## src/rtl/pingpong_peak_scan_ctrl_if.sv

```systemverilog
// Port B bus between the ping-pong RAM and its read-side scan controller.
// The master is the controller; the slave is the RAM/bank-manager side.
interface pingpong_peak_scan_ctrl_if #(
    parameter int DW = 8,
    parameter int AW = 7
);
    logic          readyb;
    logic [AW-1:0] addrb;
    logic          rd_en;
    logic [DW-1:0] doutb;
    logic          finishb;

    modport master (
        input  readyb,
        input  doutb,
        output addrb,
        output rd_en,
        output finishb
    );

    modport slave (
        output readyb,
        output doutb,
        input  addrb,
        input  rd_en,
        input  finishb
    );
endinterface

```

## src/rtl/pingpong_peak_scan_ctrl.sv

```systemverilog
// Scans one ping-pong bank through port B, finds the peak value, its first address
// and later tied addresses, then releases the bank and publishes registered results.
module pingpong_peak_scan_ctrl #(
    parameter int DW     = 8,
    parameter int AW     = 7,
    parameter int DEPTH  = 128,
    parameter int RD_LAT = 2,
    parameter int TIE_N  = 16
) (
    input  logic                         clk,
    input  logic                         rst,
    pingpong_peak_scan_ctrl_if.master    bus,
    output logic                         busy,
    output logic                         done,
    output logic [DW-1:0]                max_data,
    output logic [AW-1:0]                max_addr,
    output logic [$clog2(TIE_N+1)-1:0]   tie_cnt,
    output logic                         tie_ovf,
    input  logic [$clog2(TIE_N)-1:0]     tie_sel,
    output logic [AW-1:0]                tie_addr
);
    localparam int CW = $clog2(TIE_N+1);
    localparam int SW = $clog2(TIE_N);
    localparam int LW = $clog2(RD_LAT+1);
    localparam logic [AW-1:0] LAST_ADDR  = AW'(DEPTH-1);
    localparam logic [CW-1:0] TIE_FULL   = CW'(TIE_N);
    localparam logic [LW-1:0] LAST_DRAIN = LW'(RD_LAT-1);

    typedef enum logic [2:0] {IDLE, READ, DRAIN, RELEASE, DONE} state_t;
    state_t state, state_next;

    logic          readyb_q;
    logic          start;
    logic          rd_en_c;
    logic          finish_c;
    logic [AW-1:0] addr_q;
    logic [LW-1:0] drain_q;
    logic          tag_v [RD_LAT];
    logic [AW-1:0] tag_a [RD_LAT];
    logic          smp_valid;
    logic [AW-1:0] smp_addr;

    logic          first_q;
    logic [DW-1:0] wmax;
    logic [AW-1:0] waddr;
    logic [CW-1:0] wcnt;
    logic          wovf;
    logic [AW-1:0] tie_w [TIE_N];
    logic [AW-1:0] tie_o [TIE_N];

    assign start       = bus.readyb & ~readyb_q;
    assign smp_valid   = tag_v[RD_LAT-1];
    assign smp_addr    = tag_a[RD_LAT-1];
    assign bus.addrb   = addr_q;
    assign bus.rd_en   = rd_en_c;
    assign bus.finishb = finish_c;
    assign tie_addr    = tie_o[tie_sel];

    always_ff @(posedge clk) begin
        if (rst) state <= IDLE;
        else     state <= state_next;
    end

    always_comb begin
        state_next = state;
        rd_en_c    = 1'b0;
        finish_c   = 1'b0;
        busy       = 1'b1;
        done       = 1'b0;
        unique case (state)
            IDLE: begin
                busy = 1'b0;
                if (start) state_next = READ;
            end
            READ: begin
                rd_en_c = 1'b1;
                if (addr_q == LAST_ADDR) state_next = DRAIN;
            end
            DRAIN: begin
                if (drain_q == LAST_DRAIN) state_next = RELEASE;
            end
            RELEASE: begin
                finish_c   = 1'b1;
                state_next = DONE;
            end
            DONE: begin
                done       = 1'b1;
                state_next = IDLE;
            end
            default: state_next = IDLE;
        endcase
    end

    // Each issued address travels with its own valid bit so the compare never derives it.
    always_ff @(posedge clk) begin
        if (rst) begin
            readyb_q <= 1'b0;
            addr_q   <= '0;
            drain_q  <= '0;
            for (int i = 0; i < RD_LAT; i++) tag_v[i] <= 1'b0;
        end else begin
            readyb_q <= bus.readyb;
            if (state == READ) addr_q <= (addr_q == LAST_ADDR) ? '0 : addr_q + 1'b1;
            drain_q  <= (state == DRAIN) ? drain_q + 1'b1 : '0;
            tag_v[0] <= rd_en_c;
            tag_a[0] <= addr_q;
            for (int i = 1; i < RD_LAT; i++) begin
                tag_v[i] <= tag_v[i-1];
                tag_a[i] <= tag_a[i-1];
            end
        end
    end

    always_ff @(posedge clk) begin
        if (rst) begin
            first_q <= 1'b0;
            wmax    <= '0;
            waddr   <= '0;
            wcnt    <= '0;
            wovf    <= 1'b0;
        end else if (state == IDLE && start) begin
            first_q <= 1'b1;
            wmax    <= '0;
            waddr   <= '0;
            wcnt    <= '0;
            wovf    <= 1'b0;
        end else if (smp_valid) begin
            if (first_q || bus.doutb > wmax) begin
                first_q <= 1'b0;
                wmax    <= bus.doutb;
                waddr   <= smp_addr;
                wcnt    <= '0;
                wovf    <= 1'b0;
            end else if (bus.doutb == wmax) begin
                if (wcnt < TIE_FULL) begin
                    tie_w[wcnt[SW-1:0]] <= smp_addr;
                    wcnt                <= wcnt + 1'b1;
                end else begin
                    wovf <= 1'b1;
                end
            end
        end
    end

    // Published on the RELEASE->DONE edge so results are already stable while done is high.
    always_ff @(posedge clk) begin
        if (rst) begin
            max_data <= '0;
            max_addr <= '0;
            tie_cnt  <= '0;
            tie_ovf  <= 1'b0;
        end else if (state == RELEASE) begin
            max_data <= wmax;
            max_addr <= waddr;
            tie_cnt  <= wcnt;
            tie_ovf  <= wovf;
            tie_o    <= tie_w;
        end
    end
endmodule
```

## src/flat_wrapper.sv

```systemverilog
// flat-port wrapper written by rule: the top's interface ports become plain ports
module pingpong_peak_scan_ctrl_flat 
#(
    parameter int DW     = 8,
    parameter int AW     = 7,
    parameter int DEPTH  = 128,
    parameter int RD_LAT = 2,
    parameter int TIE_N  = 16
)
  (clk, rst, busy, done, max_data, max_addr, tie_cnt, tie_ovf, tie_sel, tie_addr, bus_readyb, bus_doutb, bus_addrb, bus_rd_en, bus_finishb);
  pingpong_peak_scan_ctrl_if #(.DW(DW), .AW(AW)) bus_i ();
  input  logic clk;
  input  logic rst;
  output logic busy;
  output logic done;
  output logic [DW-1:0] max_data;
  output logic [AW-1:0] max_addr;
  output logic [$clog2(TIE_N+1)-1:0] tie_cnt;
  output logic tie_ovf;
  input  logic [$clog2(TIE_N)-1:0] tie_sel;
  output logic [AW-1:0] tie_addr;
  input wire logic [$bits(bus_i.readyb)-1:0] bus_readyb;
  input wire logic [$bits(bus_i.doutb)-1:0] bus_doutb;
  output wire logic [$bits(bus_i.addrb)-1:0] bus_addrb;
  output wire logic [$bits(bus_i.rd_en)-1:0] bus_rd_en;
  output wire logic [$bits(bus_i.finishb)-1:0] bus_finishb;
  assign bus_i.readyb = bus_readyb;
  assign bus_i.doutb = bus_doutb;
  assign bus_addrb = bus_i.addrb;
  assign bus_rd_en = bus_i.rd_en;
  assign bus_finishb = bus_i.finishb;
  pingpong_peak_scan_ctrl #(.DW(DW), .AW(AW), .DEPTH(DEPTH), .RD_LAT(RD_LAT), .TIE_N(TIE_N)) u_core (.clk(clk), .rst(rst), .bus(bus_i), .busy(busy), .done(done), .max_data(max_data), .max_addr(max_addr), .tie_cnt(tie_cnt), .tie_ovf(tie_ovf), .tie_sel(tie_sel), .tie_addr(tie_addr));
endmodule
```

## config.mk

```make
export PLATFORM = sky130hd
export DESIGN_NAME = pingpong_peak_scan_ctrl_flat
export DESIGN_NICKNAME = d
export VERILOG_FILES = /design/src/rtl/pingpong_peak_scan_ctrl_if.sv /design/src/rtl/pingpong_peak_scan_ctrl.sv /design/src/flat_wrapper.sv
export SDC_FILE = /design/constraint.sdc
export NUM_CORES = 1
export LEC_CHECK = 0
export ABC_AREA = 1
export CAP_MARGIN = 20
export CORE_UTILIZATION = 50
export CTS_BUF_LIST = sky130_fd_sc_hd__clkbuf_8
export CTS_CLUSTER_SIZE = 20
export DETAILED_ROUTE_END_ITERATION = 6
export PLACE_DENSITY = 0.71
export SLEW_MARGIN = 20
export SYNTH_ARGS = -nofsm -noshare
export SYNTH_HDL_FRONTEND = slang
export SYNTH_SLANG_ARGS = --single-unit
```

## constraint.sdc

```tcl
create_clock -name clk -period 7 [get_ports clk]
set_clock_uncertainty 0.15 [all_clocks]
set_input_delay 0.7 -clock clk [delete_from_list [all_inputs] [get_ports clk]]
set_output_delay 0.7 -clock clk [all_outputs]
set_load 0.005 [all_outputs]
```

; Yosys cells after proc, flatten, opt, wreduce, memory -nomap -nowiden
; Memory sizes are Yosys's and may differ from the RTL's.
; Cells that the tools add are included.
[op_classes]
bitwise_logic = 10
reduce_logical = 17
eq_ne = 11
mux = 29
magnitude_cmp = 5
addsub = 3
[op_table]
columns = operator, count
row1 = 112-bit bitwise mux, 1
row2 = 7-bit binary-select mux with 4-bit select, 1
row3 = 7-bit demux with 4-bit select, 1
row4 = 7-bit two-way mux, 4
row5 = 1-bit two-way mux, 15
row6 = 5-bit two-way mux, 3
row7 = 3-bit one-hot mux with 4 select lines, 1
row8 = "5-bit greater-or-equal comparator, second input constant", 2
row9 = 4-bit inverter with 5-bit output, 2
row10 = 3-bit two-way mux, 3
row11 = 3-bit AND reduction, 3
row12 = 8-bit == test, 1
row13 = 8-bit > comparator, 1
row14 = "2-bit by 1-bit inequality test with 1-bit output, second input constant", 4
row15 = 2-bit nonzero test, 4
row16 = "7-bit by 1-bit adder with 7-bit output, second input constant", 1
row17 = "7-bit == test, second input constant", 1
row18 = "3-bit by 2-bit == test with 1-bit output, second input constant", 2
row19 = 2-bit AND reduction, 3
row20 = 6-bit AND reduction, 1
row21 = "5-bit by 1-bit adder with 5-bit output, second input constant", 1
row22 = "5-bit by 1-bit < comparator with 1-bit output, second input constant", 1
row23 = "5-bit < comparator, second input constant", 1
row24 = 1-bit inverter, 5
row25 = other kinds (10), 13
[totals]
output_inout_bits = 39
wordCells = 122
ram_bits = 16
in_bits = 15
n_memories = 2
ff_bits = 280
[mem_list]
columns = name, depth, width, read_ports, rd_clocked_by_memory_dff, wr, line_no
row1 = u_core.tag_a, 2, 7, 2, 0, 2, pingpong_peak_scan_ctrl.sv:39  ; logic [AW-1:0] tag_a [RD_LAT];
row2 = u_core.tag_v, 2, 1, 2, 0, 2, pingpong_peak_scan_ctrl.sv:38  ; logic tag_v [RD_LAT];

; Longest topological paths before layout
; Gate-level depths: netlist of the first run.
[logic_depth]
depth_word = 6
mapped_depth = 16

; Worst setup path after synthesis of the first run
; OpenSTA, ideal clock, no wires.
[synth_path]
path_type = register -> register
from = reg u_core.state[1]
to = reg u_core.tie_o[0] (netlist name), enable pin
arrival_ns = 5.734
path_slack_ns = 0.531
period_less_slack_ns = 6.469
stages_incl_launch_ff = 6
t_required_ns = 6.265
setup_time_ns = 0.585
path_cell_list = dfxtp_1 -> inv_1 -> nor3_2 -> inv_1 -> clkbuf_1 -> nor2_1
[synth_between]
elab_chain_cells = 2
[synth_rtl]
columns = element, line_no
row1 = start: declaration, pingpong_peak_scan_ctrl.sv:30  ; state_t state, state_next;
row2 = start signal: assignment, pingpong_peak_scan_ctrl.sv:61  ; else state <= state_next;
row3 = 3-bit by 2-bit == test with 1-bit output, pingpong_peak_scan_ctrl.sv:152  ; end else if (state == RELEASE) begin
row4 = 2-bit AND reduction (no source line), -
row5 = end signal: assignment, pingpong_peak_scan_ctrl.sv:157  ; tie_o <= tie_w;
row6 = end: declaration, pingpong_peak_scan_ctrl.sv:49  ; logic [AW-1:0] tie_o [TIE_N];
; Every way passes these cells.
; A chain may end at the register's enable or synchronous reset.

; Final worst setup path of the first run
[layout_path]
from = in tie_sel[1]
to = out tie_addr[0]
[layout_between]
elab_chain_cells = 4
[layout_rtl]
columns = element, line_no
row1 = start: declaration, flat_wrapper.sv:20  ; input logic [$clog2(TIE_N)-1:0] tie_sel;
row2 = 4-bit inverter with 5-bit output (not written as such), pingpong_peak_scan_ctrl.sv:57  ; assign tie_addr = tie_o[tie_sel];
row3 = 7-bit binary-select mux with 4-bit select, pingpong_peak_scan_ctrl.sv:57
row4 = 7-bit two-way mux (not written as such) (2 in series), pingpong_peak_scan_ctrl.sv:57
row5 = end: declaration, flat_wrapper.sv:21  ; output logic [AW-1:0] tie_addr;
; Every way passes these cells. The select of a mux whose other input is x is not followed.

==> impl_metrics.env, run 1 <==
export IMPL_outcome="finished clean"
export IMPL_power_leakage_nw=4.41
export IMPL_dieArea_sq_um=22300
export IMPL_final_hold_viol_count=0
export IMPL_end_kind="output port"
export IMPL_nets=883
export IMPL_die_w_um=149
export IMPL_final_max_slew_violation_count=0
export IMPL_hold_path_class="register to register"
export IMPL_drc_errors=0
export IMPL_synth_nets=805
export IMPL_grt_pass1_wl_um=32100
export IMPL_ys_top_cells_by_area="edfxtp_1, dfxtp_1, o21ai_0"
export IMPL_drt_total_wl_um=20400
export IMPL_fillers=1649
export IMPL_clkSlewWorstSetupHoldPaths_ps=60
export IMPL_antenna_cells=0
export IMPL_gr_total_overflow=0
export IMPL_design_area_sq_um=12500
export IMPL_drtIter0Drc=430
export IMPL_rsz0062_at_grt="no"
export IMPL_syn_avg_cell_area_sq_um=14.0
export IMPL_numClockSinks=296
export IMPL_area_growth_pct=15.1
export IMPL_period_needed_ps=4530
export IMPL_dp_hpwl_um=12600
export IMPL_synth_top_area_cell="edfxtp_1"
export IMPL_multi_input_area_sq_um=2170
export IMPL_drt_pass1_iter_count=5
export IMPL_synth_seq_cells=296
export IMPL_r2r_setup_slack_ps=3840
export IMPL_row_count=53
export IMPL_seqCellArea_sq_um=8310
export IMPL_crit_type="input pin to output port"
export IMPL_relSlewSlack_pct=28.1
export IMPL_yosys_area_top_type_share_pct=65.9
export IMPL_placed_cell_area_sq_um=11700
export IMPL_worst_slew_pin_slew_ps=1070
export IMPL_yosys_warnings=0
export IMPL_vdd_drop_max_uv=169
export IMPL_path_max_fanout=29
export IMPL_async_reset_ff_share_pct=0
export IMPL_synthCells=776
export IMPL_period_share_pct=64.7
export IMPL_cts_root_buf="clkbuf_8"
export IMPL_vias_per_cell=5.27
export IMPL_whs_ps=249
export IMPL_core_area_sq_um=21200
export IMPL_yosysSeqAreaShare_pct=76.6
export IMPL_power_density_nw_per_um2=281
export IMPL_synth_area_sq_um=10800
export IMPL_timing_fmax_mhz=221
export IMPL_cts_buffers=46
export IMPL_grt_util_all_layers_pct=19.3
export IMPL_layout_drive_gt1_share_pct=9.27
export IMPL_synthFlopType="edfxtp_1"
export IMPL_grt_start_max_net_pins=55
export IMPL_num_io_pins=54
export IMPL_cts_buffer_depth=3
export IMPL_gp_congestion=0.785
export IMPL_initial_core_util_pct=51.3
export IMPL_cts_tree="done"
export IMPL_synth_edf_count=238
export IMPL_ctsResizeCount=0
export IMPL_io_buffers=53
export IMPL_crit_arrival_ps=3680
export IMPL_final_setup_tns_ps=0
export IMPL_wire_per_inst_um=17.6
export IMPL_drtAntennaViolNets=0
export IMPL_startpoint_type="input pin"
export IMPL_vias=6108
export IMPL_cts_setup_buffers=0
export IMPL_fp_dieH_um=149
export IMPL_grt_pass1_vias=6039
export IMPL_synth_cell_types=33
export IMPL_finalSetupViolCount=0
export IMPL_required_ps=6150
export IMPL_drv_cap=0
export IMPL_htree_levels=2
export IMPL_clk_latency_ps=540
export IMPL_utilization_pct=59.0
export IMPL_setup_ws_ps=2470
export IMPL_antenna_found_initial=0
export IMPL_holdBufCountCts=0
export IMPL_post_place_ws_ps=2520
-- registers in the layout, indices dropped and copies added (netlist names), 2 cells and up --
register / count
u_core.wcnt: 5
u_core.waddr: 7
u_core.drain_q: 2
u_core.wmax: 8
u_core.max_data: 8
u_core.tie_cnt: 5
u_core.tag_v: 2
u_core.state: 3
u_core.bus.addrb: 7
u_core.tie_w: 112
u_core.max_addr: 7
u_core.tie_o: 112
u_core.tag_a: 14
-- layer usage --
layer | track usage (%) | vias to the layer above | share of wire (%)
met5 | 0 | - | 0
met2 | 31.7 | 185 | 48
met4 | 7.24 | 0 | 2.3
li1 | - | 2943 | -
met1 | 25.4 | 2936 | 44
met3 | 4.01 | 44 | 5.7
-- cell type report --
cell class	count	share of cell area, %
flip-flops and latches	296	66.6
multi-input cells	373	17.4
clock buffers	47	5.18
repair buffers	61	4.81
well taps	275	2.76
inverters	76	2.29
clock inverters	32	1.01
-- critical path: stages --
cell	delay, ps
clkdlybuf4s50_1	450
buf_4	330
clkinv_1	780
o21ai_0	640
o211ai_1	170
nand2_1	90
clkdlybuf4s50_1	490
-- logic make-up after synthesis --
family / share of synthesized area, %
muxes: 2.58
DFF: 76.6
and+or+nand+nor: 7.07
AOI/OAI and AO/OA: 7.78
buffers and inverters: 3.95
adders and majority gates: 1.62
xor gates and xnor gates: 0.404
-- power by group --
part	switching (mW)	total, mW	leakage [nW]	internal, mW
sequential	0.0457	2.00	2.63	1.95
clock	0.611	1.23	0.474	0.618
combinational	0.167	0.281	1.31	0.114
-- Yosys cell counts (4+ instances only) --
cell type and n:
nand2_1 40, o21ai_0 70, nand3_1 24, ha_1 14, nor3_1 20, xor2_1 4
edfxtp_1 238, nor2_1 78, dfxtp_1 58, a21oi_1 47, clkbuf_1 18, o211ai_1 30
inv_1 72, mux2i_1 28, buf_2 8
-- final timing paths --
| kind | start | end | cells after the start |
|---|---|---|---|
| worst max-delay path | tie_sel[1] | tie_addr[0] | 7 |
| worst max register to register | u_core.state[1]$_SDFFE_PP0P_ | u_core.tie_o[57]$_DFFE_PP_ | 7 |
| worst min register to register | u_core.tag_v[0][0]$_SDFF_PP0_ | u_core.tag_v[0][1]$_SDFF_PP0_ | 2 |
| worst min-delay path | u_core.tag_v[0][0]$_SDFF_PP0_ | u_core.tag_v[0][1]$_SDFF_PP0_ | 2 |
-- layout by cell type, fill, tap and decap left out, types with 2 or more instances in the layout --
master / n
a211oi_1: 2
a21oi_1: 47
buf_4: 8
clkbuf_8: 47
clkdlybuf4s50_1: 52
clkinv_1: 8
clkinv_2: 2
dfxtp_1: 58
edfxtp_1: 238
ha_1: 14
inv_1: 94
inv_2: 3
mux2i_1: 28
nand2_1: 40
nand2_2: 3
nand3_1: 24
nor2_1: 77
nor2_4: 3
nor3_1: 11
nor3_2: 9
nor3_4: 2
o211ai_1: 30
o21ai_0: 70
o21ai_1: 2
xor2_1: 4
-- metrics by stage --
step	std cells	total power, mW
final	1160	3.51
after global routing	1160	3.66
after CTS	1160	3.54
after detailed placement	1081	2.31
after global placement	1080	2.31
after floorplan	776	2.19
Note: power is estimated with default switching activity, not from simulation.
==> run 2: changes to the inputs <==
--- a/config.mk
+++ b/config.mk
@@ -11,7 +11,7 @@
 export CTS_BUF_LIST = sky130_fd_sc_hd__clkbuf_8
 export CTS_CLUSTER_SIZE = 20
 export DETAILED_ROUTE_END_ITERATION = 6
-export PLACE_DENSITY = 0.71
+export PLACE_DENSITY = 0.68
 export SLEW_MARGIN = 20
 export SYNTH_ARGS = -nofsm -noshare
 export SYNTH_HDL_FRONTEND = slang
==> constraint.sdc (replaced) <==
create_clock -name clk -period 4.7 [get_ports clk]
set_clock_uncertainty 0.15 [all_clocks]
set_input_delay 0.47 -clock clk [delete_from_list [all_inputs] [get_ports clk]]
set_output_delay 0.47 -clock clk [all_outputs]
set_load 0.005 [all_outputs]
==> run 2 against run 1 <==
The run now ends with DRC left. Cell count about the same. First-iteration DRC count up 15%. Via count up 0.87%. Register-to-register slack worse by 2300 ps. Sequential power up 49%. Core utilization up 0.34 points. Clock-buffer cell count up 2. Die area unchanged. Highest routed layer unchanged.
==> impl_metrics.env, run 2 (synthesis results as in run 1) <==
export IMPL_reg2reg_from="u_core.wmax[3]$_SDFFE_PP0P_"
export IMPL_relSlewSlack_pct=27.6
export IMPL_cts_buffers=46
export IMPL_drt_total_wl_um=21100
export IMPL_grt_start_max_net_pins=63
export IMPL_dieArea_sq_um=22300
export IMPL_gp_congestion=0.821
export IMPL_ctsResizeCount=0
export IMPL_num_io_pins=54
export IMPL_failed_checks="DRC"
export IMPL_holdBufCountCts=0
export IMPL_final_max_slew_violation_count=0
export IMPL_grt_util_all_layers_pct=19.6
export IMPL_comb_power_share_pct=7.9
export IMPL_antenna_cells=0
export IMPL_clkSlewWorstSetupHoldPaths_ps=60
export IMPL_period_needed_ps=3740
export IMPL_timing_fmax_mhz=267
export IMPL_path_max_fanout=29
export IMPL_final_common_cell="edfxtp_1"
export IMPL_antenna_found_initial=0
export IMPL_rsz0062_at_grt="no"
export IMPL_p_int_mw=4.10
export IMPL_switching_share_pct=23.5
export IMPL_cts_setup_buffers=0
export IMPL_fillers=1596
export IMPL_nets=882
export IMPL_crit_arrival_ps=3120
export IMPL_drc_errors=3
export IMPL_cts_buffer_depth=3
export IMPL_place_inst=1079
export IMPL_gr_total_overflow=0
export IMPL_r2r_end="u_core.tie_w[110]$_DFFE_PP_"
export IMPL_cts_tree="done"
export IMPL_final_setup_tns_ps=0
export IMPL_period_share_pct=79.6
export IMPL_net_switching_power_mw=1.26
export IMPL_core_area_sq_um=21200
export IMPL_final_hold_viol_count=0
export IMPL_wire_per_inst_um=18.2
export IMPL_crit_type="input pin to output port"
export IMPL_initial_core_util_pct=51.3
export IMPL_r2r_setup_slack_ps=1560
export IMPL_fp_dieH_um=149
export IMPL_drtAntennaViolNets=0
export IMPL_multi_input_area_sq_um=2170
export IMPL_worst_slew_pin_slew_ps=1080
export IMPL_hold_path_class="register to register"
export IMPL_pwr_share_clk_pct=36.5
export IMPL_drv_cap=0
export IMPL_required_ps=4080
export IMPL_grt_pass1_wl_um=32700
export IMPL_dp_hpwl_um=13300
export IMPL_finalSetupViolCount=0
export IMPL_area_growth_pct=15.7
export IMPL_min_from="u_core.tag_v[0][0]$_SDFF_PP0_"
export IMPL_clk_latency_ps=550
export IMPL_seqCellArea_sq_um=8310
export IMPL_rr_worst_depth=10
export IMPL_outcome="finished with violations"
export IMPL_sequentialPowerShare_pct=55.6
export IMPL_power_leakage_nw=4.41
export IMPL_final_cell_mix="edfxtp_1, inv_1, nor2_1"
export IMPL_drt_pass1_iter_count=7
export IMPL_timing_hold_worst_path_depth=2
export IMPL_final_instance_count_excl_fill=1161
export IMPL_cts_root_buf="clkbuf_8"
export IMPL_numClockSinks=296
export IMPL_vdd_drop_max_uv=285
export IMPL_layout_drive_gt1_share_pct=10.5
export IMPL_min_to="u_core.tag_v[0][1]$_SDFF_PP0_"
export IMPL_die_w_um=149
export IMPL_end_kind="output port"
export IMPL_vias=6161
export IMPL_power_density_nw_per_um2=427
export IMPL_row_count=53
export IMPL_drtIter0Drc=494
export IMPL_io_buffers=53
export IMPL_grt_pass1_vias=6155
export IMPL_vias_per_cell=5.31
export IMPL_startpoint_type="input pin"
export IMPL_htree_levels=2
[run 2: changes by cell type in the layout (fill, tap and decap cells not counted), moves of 2 or more]
cell	change
clkbuf_8	+2
inv_1	-12
buf_2	+2
buf_4	-4
clkinvlp_4	+2
clkinv_1	+2
clkinv_2	+5
[run 2: metrics by stage]
| step | area, sq um | total power [mW] | setup WS (ps) | util (%) | hold WS [ps] |
|---|---|---|---|---|---|
| final | 12600 | 5.36 | 956 | 59.3 | 241 |
| after global routing | 12600 | 5.58 | 774 | 59.3 | 256 |
| after floorplan | 10800 | 3.26 | 121 | - | 238 |
| after detailed placement | 11700 | 3.45 | 985 | 55.1 | 249 |
| after CTS | 12500 | 5.40 | 946 | 59.1 | 247 |
| after global placement | 11600 | 3.44 | 1010 | 55.0 | 248 |
[run 2: how the worst max path moves through the flow]
stage | startpoint | to | slack [ps] | depth (start not counted)
3_5_place_dp | bus_doutb[0] | u_core.tie_w[90]$_DFFE_PP_ | 980 | 11
3_3_place_gp | bus_doutb[3] | u_core.tie_w[71]$_DFFE_PP_ | 1010 | 10
4_1_cts | tie_sel[1] | tie_addr[4] | 950 | 7
5_1_grt | tie_sel[1] | tie_addr[1] | 770 | 7
6_report | tie_sel[1] | tie_addr[6] | 960 | 7
2_1_floorplan | u_core.state[1]$_SDFFE_PP0P_ | u_core.tie_o[0]$_DFFE_PP_ | 120 | 5
[run 2: worst max-delay path, stage by stage]
cell and delay (ps):
clkdlybuf4s50_1 460, buf_4 310, clkinv_1 670, o211ai_1 450, o211ai_1 150, nand2_1 100
clkdlybuf4s50_1 490
[run 2: layout make-up]
| cell class | count | share of cell area, % |
|---|---|---|
| flip-flops and latches | 296 | 66.2 |
| clock buffers | 49 | 5.37 |
| well taps | 275 | 2.74 |
| clock inverters | 32 | 1.37 |
| repair buffers | 60 | 4.78 |
| multi-input cells | 373 | 17.3 |
| inverters | 76 | 2.27 |
[run 2: power groups by stage]
stage               Sequential (mW)  Clock, mW  Combinational, mW
floorplan                      3.01          0              0.255
global placement               3.03          0              0.405
detailed placement             3.04          0              0.417
CTS                            2.98       2.00              0.421
global route                   2.99       2.12              0.472
finish                         2.98       1.96              0.423
[run 2: routing by layer]
metal	track usage, %	wire length [um]
met1	25.3	8990
met2	32.7	10400
met3	4.28	1200
met4	6.99	512
met5	0	0
